<file path="src/rtl/axil_arb_pkg.sv">
// Shared types and constants for the AXI4-Lite write arbiter.
package axil_arb_pkg;

  typedef enum logic [1:0] {
    IDLE = 2'd0,
    ADDR = 2'd1,
    RESP = 2'd2
  } arb_state_e;

  localparam logic [1:0] OKAY   = 2'b00;
  localparam logic [1:0] SLVERR = 2'b10;

endpackage

</file>
<file path="src/rtl/axil_wr_arbiter_2x1_rr_arb2.sv">
// Two-way round-robin picker: a lone requester wins, a tie goes to the one not served last.
module rr_arb2 (
  input  logic [1:0] req,
  input  logic       last,
  output logic       gnt_idx,
  output logic       gnt_any
);

  always_comb begin
    gnt_any = |req;
    gnt_idx = 1'b0;
    if (req == 2'b11) begin
      gnt_idx = ~last;
    end else if (req == 2'b10) begin
      gnt_idx = 1'b1;
    end
  end

endmodule

</file>
<file path="src/rtl/axil_wr_arbiter_2x1.sv">
// Two-slave AXI4-Lite write arbiter: round-robin, one outstanding write,
// AW/W/B forwarded to a single downstream port as an atomic transaction.
module axil_wr_arbiter_2x1
  import axil_arb_pkg::*;
#(
  parameter int ADDR_W = 32,
  parameter int DATA_W = 32,
  localparam int STRB_W = DATA_W / 8
) (
  input  logic              clk,
  input  logic              resetn,

  input  logic [ADDR_W-1:0] s0_awaddr,
  input  logic              s0_awvalid,
  output logic              s0_awready,
  input  logic [DATA_W-1:0] s0_wdata,
  input  logic [STRB_W-1:0] s0_wstrb,
  input  logic              s0_wvalid,
  output logic              s0_wready,
  output logic [1:0]        s0_bresp,
  output logic              s0_bvalid,
  input  logic              s0_bready,

  input  logic [ADDR_W-1:0] s1_awaddr,
  input  logic              s1_awvalid,
  output logic              s1_awready,
  input  logic [DATA_W-1:0] s1_wdata,
  input  logic [STRB_W-1:0] s1_wstrb,
  input  logic              s1_wvalid,
  output logic              s1_wready,
  output logic [1:0]        s1_bresp,
  output logic              s1_bvalid,
  input  logic              s1_bready,

  output logic [ADDR_W-1:0] m_awaddr,
  output logic              m_awvalid,
  input  logic              m_awready,
  output logic [DATA_W-1:0] m_wdata,
  output logic [STRB_W-1:0] m_wstrb,
  output logic              m_wvalid,
  input  logic              m_wready,
  input  logic [1:0]        m_bresp,
  input  logic              m_bvalid,
  output logic              m_bready,

  output logic [1:0]        dbg_state
);

  // Handshakes: a beat transfers on a cycle where valid and ready are both high;
  // valid never depends on ready, and ready only on the granted path's state.

  arb_state_e state_q, state_d;
  logic       grant_q, grant_d;
  logic       last_q, last_d;
  logic       aw_done_q, aw_done_d;
  logic       w_done_q, w_done_d;

  logic       pick_idx;
  logic       pick_any;

  logic       sel_awvalid;
  logic       sel_wvalid;
  logic       sel_bready;
  logic       aw_hs;
  logic       w_hs;

  rr_arb2 u_rr (
    .req     ({s1_awvalid, s0_awvalid}),
    .last    (last_q),
    .gnt_idx (pick_idx),
    .gnt_any (pick_any)
  );

  assign dbg_state = state_q;

  always_ff @(posedge clk) begin
    if (!resetn) begin
      state_q   <= IDLE;
      grant_q   <= 1'b0;
      last_q    <= 1'b1;
      aw_done_q <= 1'b0;
      w_done_q  <= 1'b0;
    end else begin
      state_q   <= state_d;
      grant_q   <= grant_d;
      last_q    <= last_d;
      aw_done_q <= aw_done_d;
      w_done_q  <= w_done_d;
    end
  end

  always_comb begin
    state_d    = state_q;
    grant_d    = grant_q;
    last_d     = last_q;
    aw_done_d  = aw_done_q;
    w_done_d   = w_done_q;

    m_awaddr   = '0;
    m_awvalid  = 1'b0;
    m_wdata    = '0;
    m_wstrb    = '0;
    m_wvalid   = 1'b0;
    m_bready   = 1'b0;

    s0_awready = 1'b0;
    s0_wready  = 1'b0;
    s0_bresp   = OKAY;
    s0_bvalid  = 1'b0;
    s1_awready = 1'b0;
    s1_wready  = 1'b0;
    s1_bresp   = OKAY;
    s1_bvalid  = 1'b0;

    sel_awvalid = grant_q ? s1_awvalid : s0_awvalid;
    sel_wvalid  = grant_q ? s1_wvalid  : s0_wvalid;
    sel_bready  = grant_q ? s1_bready  : s0_bready;
    aw_hs       = 1'b0;
    w_hs        = 1'b0;

    case (state_q)
      IDLE: begin
        if (pick_any) begin
          grant_d = pick_idx;
          state_d = ADDR;
        end
      end

      ADDR: begin
        m_awaddr  = grant_q ? s1_awaddr : s0_awaddr;
        m_wdata   = grant_q ? s1_wdata  : s0_wdata;
        m_wstrb   = grant_q ? s1_wstrb  : s0_wstrb;
        m_awvalid = sel_awvalid & ~aw_done_q;
        m_wvalid  = sel_wvalid & ~w_done_q;
        if (grant_q) begin
          s1_awready = m_awready & ~aw_done_q;
          s1_wready  = m_wready & ~w_done_q;
        end else begin
          s0_awready = m_awready & ~aw_done_q;
          s0_wready  = m_wready & ~w_done_q;
        end
        aw_hs = m_awvalid & m_awready;
        w_hs  = m_wvalid & m_wready;
        // Either channel may finish first; the flags remember which one already has.
        if ((aw_done_q | aw_hs) && (w_done_q | w_hs)) begin
          aw_done_d = 1'b0;
          w_done_d  = 1'b0;
          state_d   = RESP;
        end else begin
          aw_done_d = aw_done_q | aw_hs;
          w_done_d  = w_done_q | w_hs;
        end
      end

      RESP: begin
        m_bready = sel_bready;
        if (grant_q) begin
          s1_bvalid = m_bvalid;
          s1_bresp  = m_bresp;
        end else begin
          s0_bvalid = m_bvalid;
          s0_bresp  = m_bresp;
        end
        if (m_bvalid && m_bready) begin
          last_d  = grant_q;
          state_d = IDLE;
        end
      end

      default: begin
        state_d = IDLE;
      end
    endcase
  end

endmodule

</file>
<file path="config.mk">
export PLATFORM = sky130hd
export DESIGN_NAME = axil_wr_arbiter_2x1
export DESIGN_NICKNAME = d
export VERILOG_FILES = /design/src/rtl/axil_arb_pkg.sv /design/src/rtl/axil_wr_arbiter_2x1_rr_arb2.sv /design/src/rtl/axil_wr_arbiter_2x1.sv
export SDC_FILE = /design/constraint.sdc
export NUM_CORES = 1
export LEC_CHECK = 0
export CAP_MARGIN = 40
export CORE_AREA = 2 2 90 92
export CTS_CLUSTER_SIZE = 20
export DETAILED_ROUTE_END_ITERATION = 7
export DIE_AREA = 0 0 92 94
export GPL_TIMING_DRIVEN = 1
export PLACE_DENSITY = 0.74
export SYNTH_ARGS = -nofsm -noshare
export SYNTH_HDL_FRONTEND = slang
export SYNTH_SLANG_ARGS = --single-unit
</file>
<file path="constraint.sdc">
create_clock -name clk -period 1.5 [get_ports clk]
set_clock_uncertainty 0.1 [all_clocks]
set_input_delay 0.3 -clock clk [delete_from_list [all_inputs] [get_ports clk]]
set_output_delay 0.3 -clock clk [all_outputs]
set_load 0.05 [all_outputs]
</file>
==> flow_metrics.py <==
metrics = {
    "status": {
        "status": "finished with violations",
        "violations": "negative setup slack",
    },
    "grt": {
        "grtUsageTotal": 0.246,
        "grt_pass1_wl_um": 16700,
        "grt_pass1_vias": 3069,
        "antenna_found_initial": 0,
        "grt_max_degree": 29,
        "overflow": 0,
    },
    "floorplanning": {
        "die_w_um": 92,
        "start_util": 0.194,
        "placementRows": 32,
        "die_height_um": 94,
        "core_region_area_um2": 7610,
        "die_area_um2": 8650,
        "ios": 232,
    },
    "critical_path": {
        "path_max_fanout": 7,
        "reg2reg_slack_ns": -0.19,
        "cpMaxStageDelayCell": "dfxtp_4",
        "critPathMaxStageDelay_ns": 0.34,
        "critPathRequiredTime_ns": 1.10,
        "end_kind": "output port",
        "crit_type": "reg -> out",
        "worstPathCellList": "nand2b_4 > bufbuf_16 > buf_4 > nor2_4 > buf_12",
        "cp_data_arrival_time_ns": 1.46,
        "cp-start-kind": "register",
    },
    "placement": {
        "place_hpwl_um": 7380,
        "io_buffers": 231,
        "post-place-cells": 563,
        "dp_slack_ns": -0.300,
        "place_area_um2": 5240,
        "place_congestion": 0.765,
    },
    "yosys": {
        "synth_cell_types": 26,
        "yosysSeqAreaShare": 0.0815,
        "syn_area_um2": 1470,
        "ys_ff_latch": 6,
        "netlist_instances": 212,
        "ys_warn_count": 0,
        "avgSynthCellArea_um2": 6.95,
        "synth_fp_nets": 361,
    },
    "timing": {
        "period_share": 1.24,
        "hold_viol": 0,
        "fin_crit_ns": 1.86,
        "fmax_mhz": 539,
        "maxSlewHeadroom": 0.789,
        "finalMaxSlewViolations": 0,
        "totalNegativeSetupSlack_ns": -23.88,
        "layout_setup_ws_ns": -0.355,
        "setup_viol": 85,
        "rsz0062_at_grt": "yes",
        "worst_pin_slew_ns": 0.315,
    },
    "final_layout": {
        "finalNetCount": 630,
        "final_core_util": 0.831,
        "post-route-cell-area_um2": 6320,
        "drive_gt1_frac": 0.582,
        "final_cell_mix": "147 x clkdlybuf4s50_1, 77 x buf_12, 52 x nor2_4",
        "finalNonFillerCells": 581,
        "final_common_cell": "clkdlybuf4s50_1",
        "diodes": 0,
        "area_delta_synth_final_pct": 329,
    },
    "job": {
        "maxCapViolations": 0,
    },
    "clocking": {
        "tritoncts": "done",
        "clock_sinks": 6,
        "cts.path.max_buffers": 2,
        "cts_buffers": 3,
        "clkLatencyLatePin_ns": 0.22,
        "cts_root_buf": "clkbuf_8",
        "htreeDepth": 1,
        "cts.clk_slew.worst_paths_ns": 0.04,
    },
    "route": {
        "drtIter0Drc": 23,
        "vias": 2722,
        "drc": 0,
        "vias_per_cell": 4.69,
        "wirelength_um": 11300,
        "firstDrtPassIters": 4,
        "avgRoutedWirePerCell_um": 19.5,
        "ant_nets": 0,
    },
    "min_path": {
        "hold_class": "reg -> reg",
    },
    "power": {
        "powerDensity_nw_per_um2": 600,
        "irDropWorstVdd_uv": 456,
        "p_leak_nw": 2.25,
    },
}
synthesized netlist by cell type:
| master | n | area share |
|---|---|---|
| mux2i_1 | 70 | 0.48 |
| o21ba_2 | 1 | 0.0068 |
| nand2_1 | 9 | 0.023 |
| o221a_2 | 1 | 0.0076 |
| buf_2 | 12 | 0.041 |
| nand3_1 | 2 | 0.0068 |
| o31ai_1 | 1 | 0.0051 |
| a32oi_1 | 1 | 0.0059 |
| a211oi_4 | 1 | 0.014 |
| buf_4 | 5 | 0.025 |
| nor3b_1 | 1 | 0.0051 |
| o221ai_1 | 1 | 0.0059 |
| o21a_1 | 1 | 0.0051 |
| dfxtp_1 | 6 | 0.081 |
| nor2b_1 | 1 | 0.0042 |
| nor4_1 | 4 | 0.017 |
| inv_1 | 5 | 0.013 |
| clkbuf_1 | 1 | 0.0025 |
| nand2b_1 | 2 | 0.0085 |
| nor3_1 | 6 | 0.020 |
| o211ai_1 | 1 | 0.0051 |
| o311a_1 | 1 | 0.0068 |
| mux2_4 | 1 | 0.010 |
| a21oi_1 | 1 | 0.0034 |
| buf_6 | 1 | 0.0076 |
| nor2_1 | 76 | 0.19 |
sequential cells by signal, indices dropped and copies added (netlist names):
| name | cells |
|---|---|
| dbg_state | 2 |
| aw_done_q | 1 |
| grant_q | 1 |
| last_q | 1 |
| w_done_q | 1 |
path summary, 6_finish.rpt:
check	from	end	cells past startpoint
min reg2reg	last_q$_SDFFE_PN1P_	last_q$_SDFFE_PN1P_	2
min	last_q$_SDFFE_PN1P_	last_q$_SDFFE_PN1P_	2
max	dbg_state[1]$_SDFFE_PN0P_	m_wdata[23]	5
max reg2reg	grant_q$_SDFFE_PN0P_	aw_done_q$_SDFFE_PN0P_	7
cell families (layout without fill, tap and decap cells):
logic type             after synthesis  after routing  share of synthesized area
and+or+nand+nor                    101            101                      0.278
muxes                               71             71                      0.486
buffers and inverters               24            291                     0.0891
AOI/OAI and AO/OA                   10             10                     0.0654
DFF                                  6              6                     0.0815
repair_timing:
action | in CTS | in global routing
setup endpoints to repair | 86 | 86
pin swaps | 23 | 10
buffers inserted | 9 | 2
gates cloned | 5 | 1
resized for setup | 142 | 33
hold buffers | 0 | 0
report_power, final:
group / switching (W) / internal [W] / leakage [nW]
clock network: 0.0000697 / 0.000172 / 0.0216
registers: 0.0000177 / 0.000171 / 0.0507
logic: 0.00165 / 0.00171 / 2.18
total: 0.00174 / 0.00205 / 2.25
stage by stage:
| step | total power [W] | hold WS [ns] |
|---|---|---|
| after floorplan | 0.00158 | 0.272 |
| after global placement | 0.00293 | 0.372 |
| after detailed placement | 0.00297 | 0.381 |
| after CTS | 0.00367 | 0.389 |
| after global routing | 0.00392 | 0.456 |
| final | 0.00379 | 0.444 |
cell type report:
type	instances	area (µm²)
Timing Repair Buffer	283	3710
Multi-Input combinational cell	182	2290
Fill cell	386	1280
Sequential cell	6	129
Tap cell	102	128
Clock buffer	3	41.3
Inverter	5	22.5
worst max-delay path, delay by kind of cell, from the launching register on:
kind | cells | cell delay (ns)
flops | 1 | 0.34
simple gates | 2 | 0.29
buf+inv | 3 | 0.59
routing by layer:
layer | part of all wire | global-route usage | up-vias
met5 | 0 | 0 | -
li1 | - | - | 1268
met3 | 0.087 | 0.0722 | 22
met1 | 0.32 | 0.236 | 1277
met4 | 0.026 | 0.0609 | 0
met2 | 0.57 | 0.507 | 155
Power figures use the tool's default switching activity.
